--- config.mk ---
export PLATFORM = sky130hd
export DESIGN_NAME = ifu_fetch_axi
export DESIGN_NICKNAME = d
export VERILOG_FILES = /design/src/rtl/ifu_fetch_axi.sv
export SDC_FILE = /design/constraint.sdc
export NUM_CORES = 1
export LEC_CHECK = 0
export CORE_MARGIN = 8
export CORE_UTILIZATION = 38
export DETAILED_ROUTE_END_ITERATION = 7
export PLACE_DENSITY = 0.91
export SYNTH_ARGS = -nofsm -noshare
export SYNTH_HDL_FRONTEND = slang
export SYNTH_SLANG_ARGS = --single-unit
export TNS_END_PERCENT = 10
--- constraint.sdc ---
create_clock -name clk -period 1.8 [get_ports clk]
set_input_delay 0.27 -clock clk [delete_from_list [all_inputs] [get_ports clk]]
set_output_delay 0.27 -clock clk [all_outputs]
set_load 0.005 [all_outputs]
--- src/rtl/ifu_fetch_axi.sv ---
// rtl/ifu_fetch_axi.sv - instruction-fetch AXI4-Lite read master (optional IFU_MISALIGN_CHECK_EN)
module ifu_fetch_axi #(
  parameter int                  DATA_LEN = 32,
  parameter logic [DATA_LEN-1:0] NOP_INST = 32'h00000013
) (
  input  logic                clk,
  input  logic                rst_n,
  input  logic                pc_valid,
  input  logic [DATA_LEN-1:0] pc,
  output logic                pc_ready,
  input  logic                flush,
  output logic                inst_valid,
  output logic [DATA_LEN-1:0] inst,
  output logic [DATA_LEN-1:0] inst_pc,
  output logic                inst_err,
  input  logic                inst_ready,
  output logic [DATA_LEN-1:0] araddr,
  output logic [2:0]          arprot,
  output logic                arvalid,
  input  logic                arready,
  input  logic [DATA_LEN-1:0] rdata,
  input  logic [1:0]          rresp,
  input  logic                rvalid,
  output logic                rready
);

  typedef enum logic [1:0] {IDLE, AR, R, HOLD} state_t;

  state_t state, state_next;
  logic   drop, drop_next;
  logic   misalign;

`ifdef IFU_MISALIGN_CHECK_EN
  assign misalign = (pc[1:0] != 2'b00);
`else
  assign misalign = 1'b0;
`endif

  assign pc_ready = (state == IDLE);
  assign rready   = (state == R);
  assign arprot   = 3'b100;

  // State and drop-flag registers
  always_ff @(posedge clk or negedge rst_n) begin
    if (!rst_n) begin
      state <= IDLE;
      drop  <= 1'b0;
    end else begin
      state <= state_next;
      drop  <= drop_next;
    end
  end

  // Next-state decode; a flush after AR issue is remembered so the late response is swallowed
  always_comb begin
    state_next = state;
    drop_next  = drop;
    case (state)
      IDLE: begin
        if (pc_valid) state_next = misalign ? HOLD : AR;
      end
      AR: begin
        if (flush)   drop_next  = 1'b1;
        if (arready) state_next = R;
      end
      R: begin
        if (rvalid) begin
          state_next = (drop || flush) ? IDLE : HOLD;
          drop_next  = 1'b0;
        end else if (flush) begin
          drop_next = 1'b1;
        end
      end
      HOLD: begin
        if (flush || inst_ready) state_next = IDLE;
      end
      default: state_next = IDLE;
    endcase
  end

  // Registered bus and fetch-register outputs
  always_ff @(posedge clk or negedge rst_n) begin
    if (!rst_n) begin
      arvalid    <= 1'b0;
      inst_valid <= 1'b0;
      araddr     <= '0;
      inst_pc    <= '0;
      inst       <= NOP_INST;
      inst_err   <= 1'b0;
    end else begin
      arvalid    <= (state_next == AR);
      inst_valid <= (state_next == HOLD);
      case (state)
        IDLE: begin
          if (pc_valid) begin
            araddr  <= {pc[DATA_LEN-1:2], 2'b00};
            inst_pc <= pc;
            if (misalign) begin
              inst     <= NOP_INST;
              inst_err <= 1'b1;
            end
          end
        end
        R: begin
          if (rvalid && !(drop || flush)) begin
            if (rresp != 2'b00) begin
              inst     <= NOP_INST;
              inst_err <= 1'b1;
            end else begin
              inst     <= rdata;
              inst_err <= 1'b0;
            end
          end
        end
        HOLD: begin
          if (flush || inst_ready) begin
            inst     <= NOP_INST;
            inst_err <= 1'b0;
          end
        end
        default: ;
      endcase
    end
  end

endmodule

# == Word-level counts from Yosys, hierarchy flattened ==
# Index checks and enable logic that the tools add are counted.
# totals
inputBits,73
out_inout_bits,104
reg_bits,100
word_cells,42
# op_classes
eq_ne,7
reduce_logical,10
mux,17
# op_table
operator,count
2-to-1 mux 32 bit,3
case mux 32 bit (2 select lines),1
2-to-1 mux 2 bit,5
case mux 2 bit (4 select lines),1
== test 2 bit (second input constant),3
nonzero test 2 bit,3
2-to-1 mux 1 bit,5
== test 2 x 1 -> 1 bit (second input constant),2
case mux 1 bit (2 select lines),2
AND reduction 3 bit,1
logical NOT 2 bit,1
logical OR 1 bit,2
!= test 2 x 1 -> 1 bit (second input constant),1
!= test 2 bit (second input constant),1
AND reduction 2 bit,1
logical AND 1 bit,1
logical NOT 1 bit,1

# == Longest topological paths before layout ==
# logic_depth
depth_word,5
depth_mapped,8
depth_no_buf,6

# == Worst setup path before layout ==
# No wires, ideal clock.
# synth_path
path_kind,flip-flop to flip-flop
start,register state[0]
end,register inst[2]
slack_ns,0.168
setup_ns,0.132
path_stages_with_launch,9
arrival_time_ns,1.500
path_buffers,2
cell_sequence,dfrtp_1 > inv_1 > ha_1 > nand4bb_1 > a22o_1 > buf_6 > buf_2 > nand2_1 > o21ai_1
# synth_between
elab_chain_cells,3
# synth_rtl
item,line,rtl
"start, declared",29,"state_t state, state_next;"
"start signal, assigned",49,state <= state_next;
== test 2 bit (*),--,
net rready,24,output logic rready
!= test 2 x 1 -> 1 bit (no line) or nonzero test 2 bit (tied branches),--,
AND reduction 3 bit (no line),--,
"end signal, assigned",110,inst <= rdata;
"end, declared",13,"output logic [DATA_LEN-1:0] inst,"
# The timed path passes the listed nets; every way through them passes the cells marked *.
# A chain may end at the register's enable or synchronous reset.

# == Worst setup path after layout ==
# layout_path
start,register state[1]
end,register inst[13]
# layout_between
elab_chain_cells,3
# layout_rtl
item,line,rtl
== test 2 bit,93,case (state)
!= test 2 bit (no line) (tied with other cells),--,
AND reduction 3 bit (no line),--,
# Parallel ways exist; a longest one is shown, timed or not.

==> results.cfg <==
[timing]
layout_min_cycle_time_ps = 1750
setup_viol = 0
hold_ws_ps = 469
rsz0062_at_grt = no
fin_crit_sh_pct = 97.1
max_freq_ghz = 0.572
clock_skew_ps = 7.05
hold_violations = 0
fin_setup_tns_ps = 0
maxSlewViolCount = 0

[place]
dpl.hpwl_um = 7180
io_buffers = 171
gp_congestion = 0.759

[cts]
clock_path_buffers = 2
clock_sinks = 70
cts_tree = done
clk_latency_ps = 330
cts.clk_slew.worst_paths_ps = 70
h-tree-depth = 3
cts-buffers-inserted = 9
cts_root_buf = clkbuf_8

[pwr]
power_frac_clock_pct = 14.9
p_seq_share_pct = 34.2
p_comb_share_pct = 50.8
switching_power_w = 0.00256
swShare_pct = 30.6
ir_drop_mv = 0.738
p_per_area_mw_per_mm2 = 1650
p_leak_nw = 2.14
p_int_w = 0.00581

[worst_setup_path]
critPathCaptureType = flop
r2r_cells = 7
crit_fanout = 32
startpoint_type = flop
worstSetupPathType = flop to flop
critPathArrivalTime_ps = 1960
cp.required_ps = 2010

[yosys]
synth_top_area_share_pct = 53.4
yosys-top-cells-area = dfrtp_1 53%, mux2_2 11%, buf_4 8.6%
synth_cells = 283
synth_area_mm2 = 0.00314
ys_ff_latch = 70
yosysSeqAreaShare_pct = 55.9
yosysTopAreaCell = dfrtp_1
synth_cell_types = 31
synth_area_per_cell_um2 = 11.1
ys_warn_count = 0

[finish]
layout.nets = 515
fillers = 700
syn_to_final_growth_pct = 61.2
n_antenna_cell = 0
multi_input_area_mm2 = 0.00107
seq_area_mm2 = 0.00176
drive_above_1_share_pct = 18.8

[floorplanning]
die_w_um = 107
io_pins = 177
die_area_mm2 = 0.0114
die_h_um = 107
core_area_mm2 = 0.00809
initial_core_util_pct = 38.8
num_rows = 33

[job]
drv_cap = 0

[global_routing]
grt_first_pass_wirelength_um = 14400
track_usage_pct = 15.8
grt_pass1_vias = 2710
grt_max_degree = 71
antenna_found_initial = 0
overflow = 0

[routing]
drtIter0Drc = 41
drt-total-wl_um = 9530
detail_route.wl_per_cell_um = 17.4
viasPerCell = 4.70
ant_nets = 0
first_pass_iters = 4
drc = 0
dr_total_vias = 2569

[run_status]
status = finished clean

[hold_path]
worstHoldPathCells = 2
hold_path.class = flop to flop
==> worst max-delay path: stages, from the launching register on <==
cell and delay, ps:
dfrtp_2 430, buf_4 150, buf_4 130, ha_1 240
a22o_2 310, clkbuf_16 220, nand2_1 100, o21ai_2 50
==> stage by stage <==
| step | setup slack, ps | power, W | util (%) | instances | area (um2) |
|---|---|---|---|---|---|
| finish | 52.8 | 0.00837 | 62.5 | 547 | 5060 |
| global route | 4.60 | 0.00890 | 62.5 | 547 | 5060 |
| CTS | 31.1 | 0.00841 | 62.0 | 544 | 5020 |
| detailed placement | 79.8 | 0.00699 | 58.5 | 520 | 4730 |
| global placement | 134 | 0.00679 | 58.5 | 520 | 4730 |
| floorplan | 168 | 0.00463 | - | 286 | 3150 |
==> final timing paths <==
kind	start	endpoint	slack, ps
max	state[1]$_DFF_PN0_	inst[13]$_DFFE_PN0P_	50
min	inst[0]$_DFFE_PN1P_	inst[0]$_DFFE_PN1P_	470
max reg2reg	state[1]$_DFF_PN0_	inst[13]$_DFFE_PN0P_	50
min reg2reg	inst[0]$_DFFE_PN1P_	inst[0]$_DFFE_PN1P_	470
max in group asynchronous	rst_n	state[1]$_DFF_PN0_	960
min in group asynchronous	rst_n	inst[6]$_DFFE_PN0P_	490
==> placed cells by master (no fill, tap or decap), types with 2 or more instances in the layout <==
master,n
o21ai_0,2
inv_2,2
buf_4,12
o21ai_1,24
clkdlybuf4s50_1,168
buf_12,3
nor2_1,6
mux2_2,32
ha_4,2
nand2b_1,3
conb_1,5
o21ai_2,8
dfrtp_1,66
clkinv_2,3
ha_1,3
clkbuf_8,10
a21oi_1,3
nand2_1,64
dfstp_2,3
==> synthesized netlist by cell type <==
| cell | count |
|---|---|
| dfrtp_1 | 67 |
| nand2_1 | 64 |
| buf_4 | 36 |
| mux2_2 | 32 |
| o21ai_1 | 24 |
| o21ai_2 | 8 |
| buf_2 | 7 |
| nor2_1 | 6 |
| ha_1 | 5 |
| a21oi_1 | 3 |
| buf_6 | 3 |
| dfstp_2 | 3 |
| nand2b_1 | 3 |
| clkbuf_1 | 2 |
| conb_1 | 2 |
| inv_1 | 2 |
| o21ai_0 | 2 |
| a21boi_1 | 1 |
| a21o_1 | 1 |
| a22o_1 | 1 |
| a31oi_1 | 1 |
| a32oi_1 | 1 |
| nand3_1 | 1 |
| nand4bb_1 | 1 |
| nor2b_1 | 1 |
| nor3_1 | 1 |
| o21a_1 | 1 |
| o22a_1 | 1 |
| o22ai_1 | 1 |
| o31ai_1 | 1 |
| or3_1 | 1 |
==> final cells by class <==
class,count,share of cell area (%)
inverters,2,0.148
clock buffers,10,2.72
well taps,105,2.60
clock inverters,6,1.21
multi-input cells,166,21.2
repair buffers,188,37.4
flip-flops and latches,70,34.7
==> power groups by stage <==
stage / sequential (W) / combinational [W] / clock, W
after CTS: 0.00288 / 0.00424 / 0.00129
final: 0.00287 / 0.00425 / 0.00125
after global placement: 0.00285 / 0.00393 / 0
after detailed placement: 0.00292 / 0.00406 / 0
after floorplan: 0.00288 / 0.00174 / 0
after global routing: 0.00297 / 0.00456 / 0.00137
==> flip-flops by register name, summed over array words and instances, names as in the netlist <==
register and count:
inst_err 1, inst 32, inst_valid 1, arvalid 1
state 2, drop 1, inst_pc 32
==> layer usage <==
metal	track usage [%]	part of all wire [%]	vias to the layer above
li1	-	-	1203
met1	16.4	37	1259
met2	30.1	56	94
met3	3.84	5.9	13
met4	5.93	1.6	0
met5	0	0	-
==> cell families (layout without fill, tap and decap cells) <==
group	count (synthesis)	in the layout	share of synthesized area, %
muxes	32	32	11.5
and+or+nand+nor	78	78	10.0
buffers and inverters	50	206	11.3
AOI/OAI and AO/OA	46	46	9.05
other	2	5	0.239
adders and majority gates	5	5	1.99
DFF	70	70	55.9
==> repair_timing <==
| item | in CTS | in global routing |
|---|---|---|
| setup buffers | 7 | 2 |
| cloned | 0 | 1 |
| setup endpoints to repair | 2 | 29 |
| pin swaps | 1 | 0 |
| hold endpoints to repair | 67 | 0 |
| resized for setup | 8 | 1 |
| hold buffers | 1 | 0 |
(Power assumes the default switching activity.)
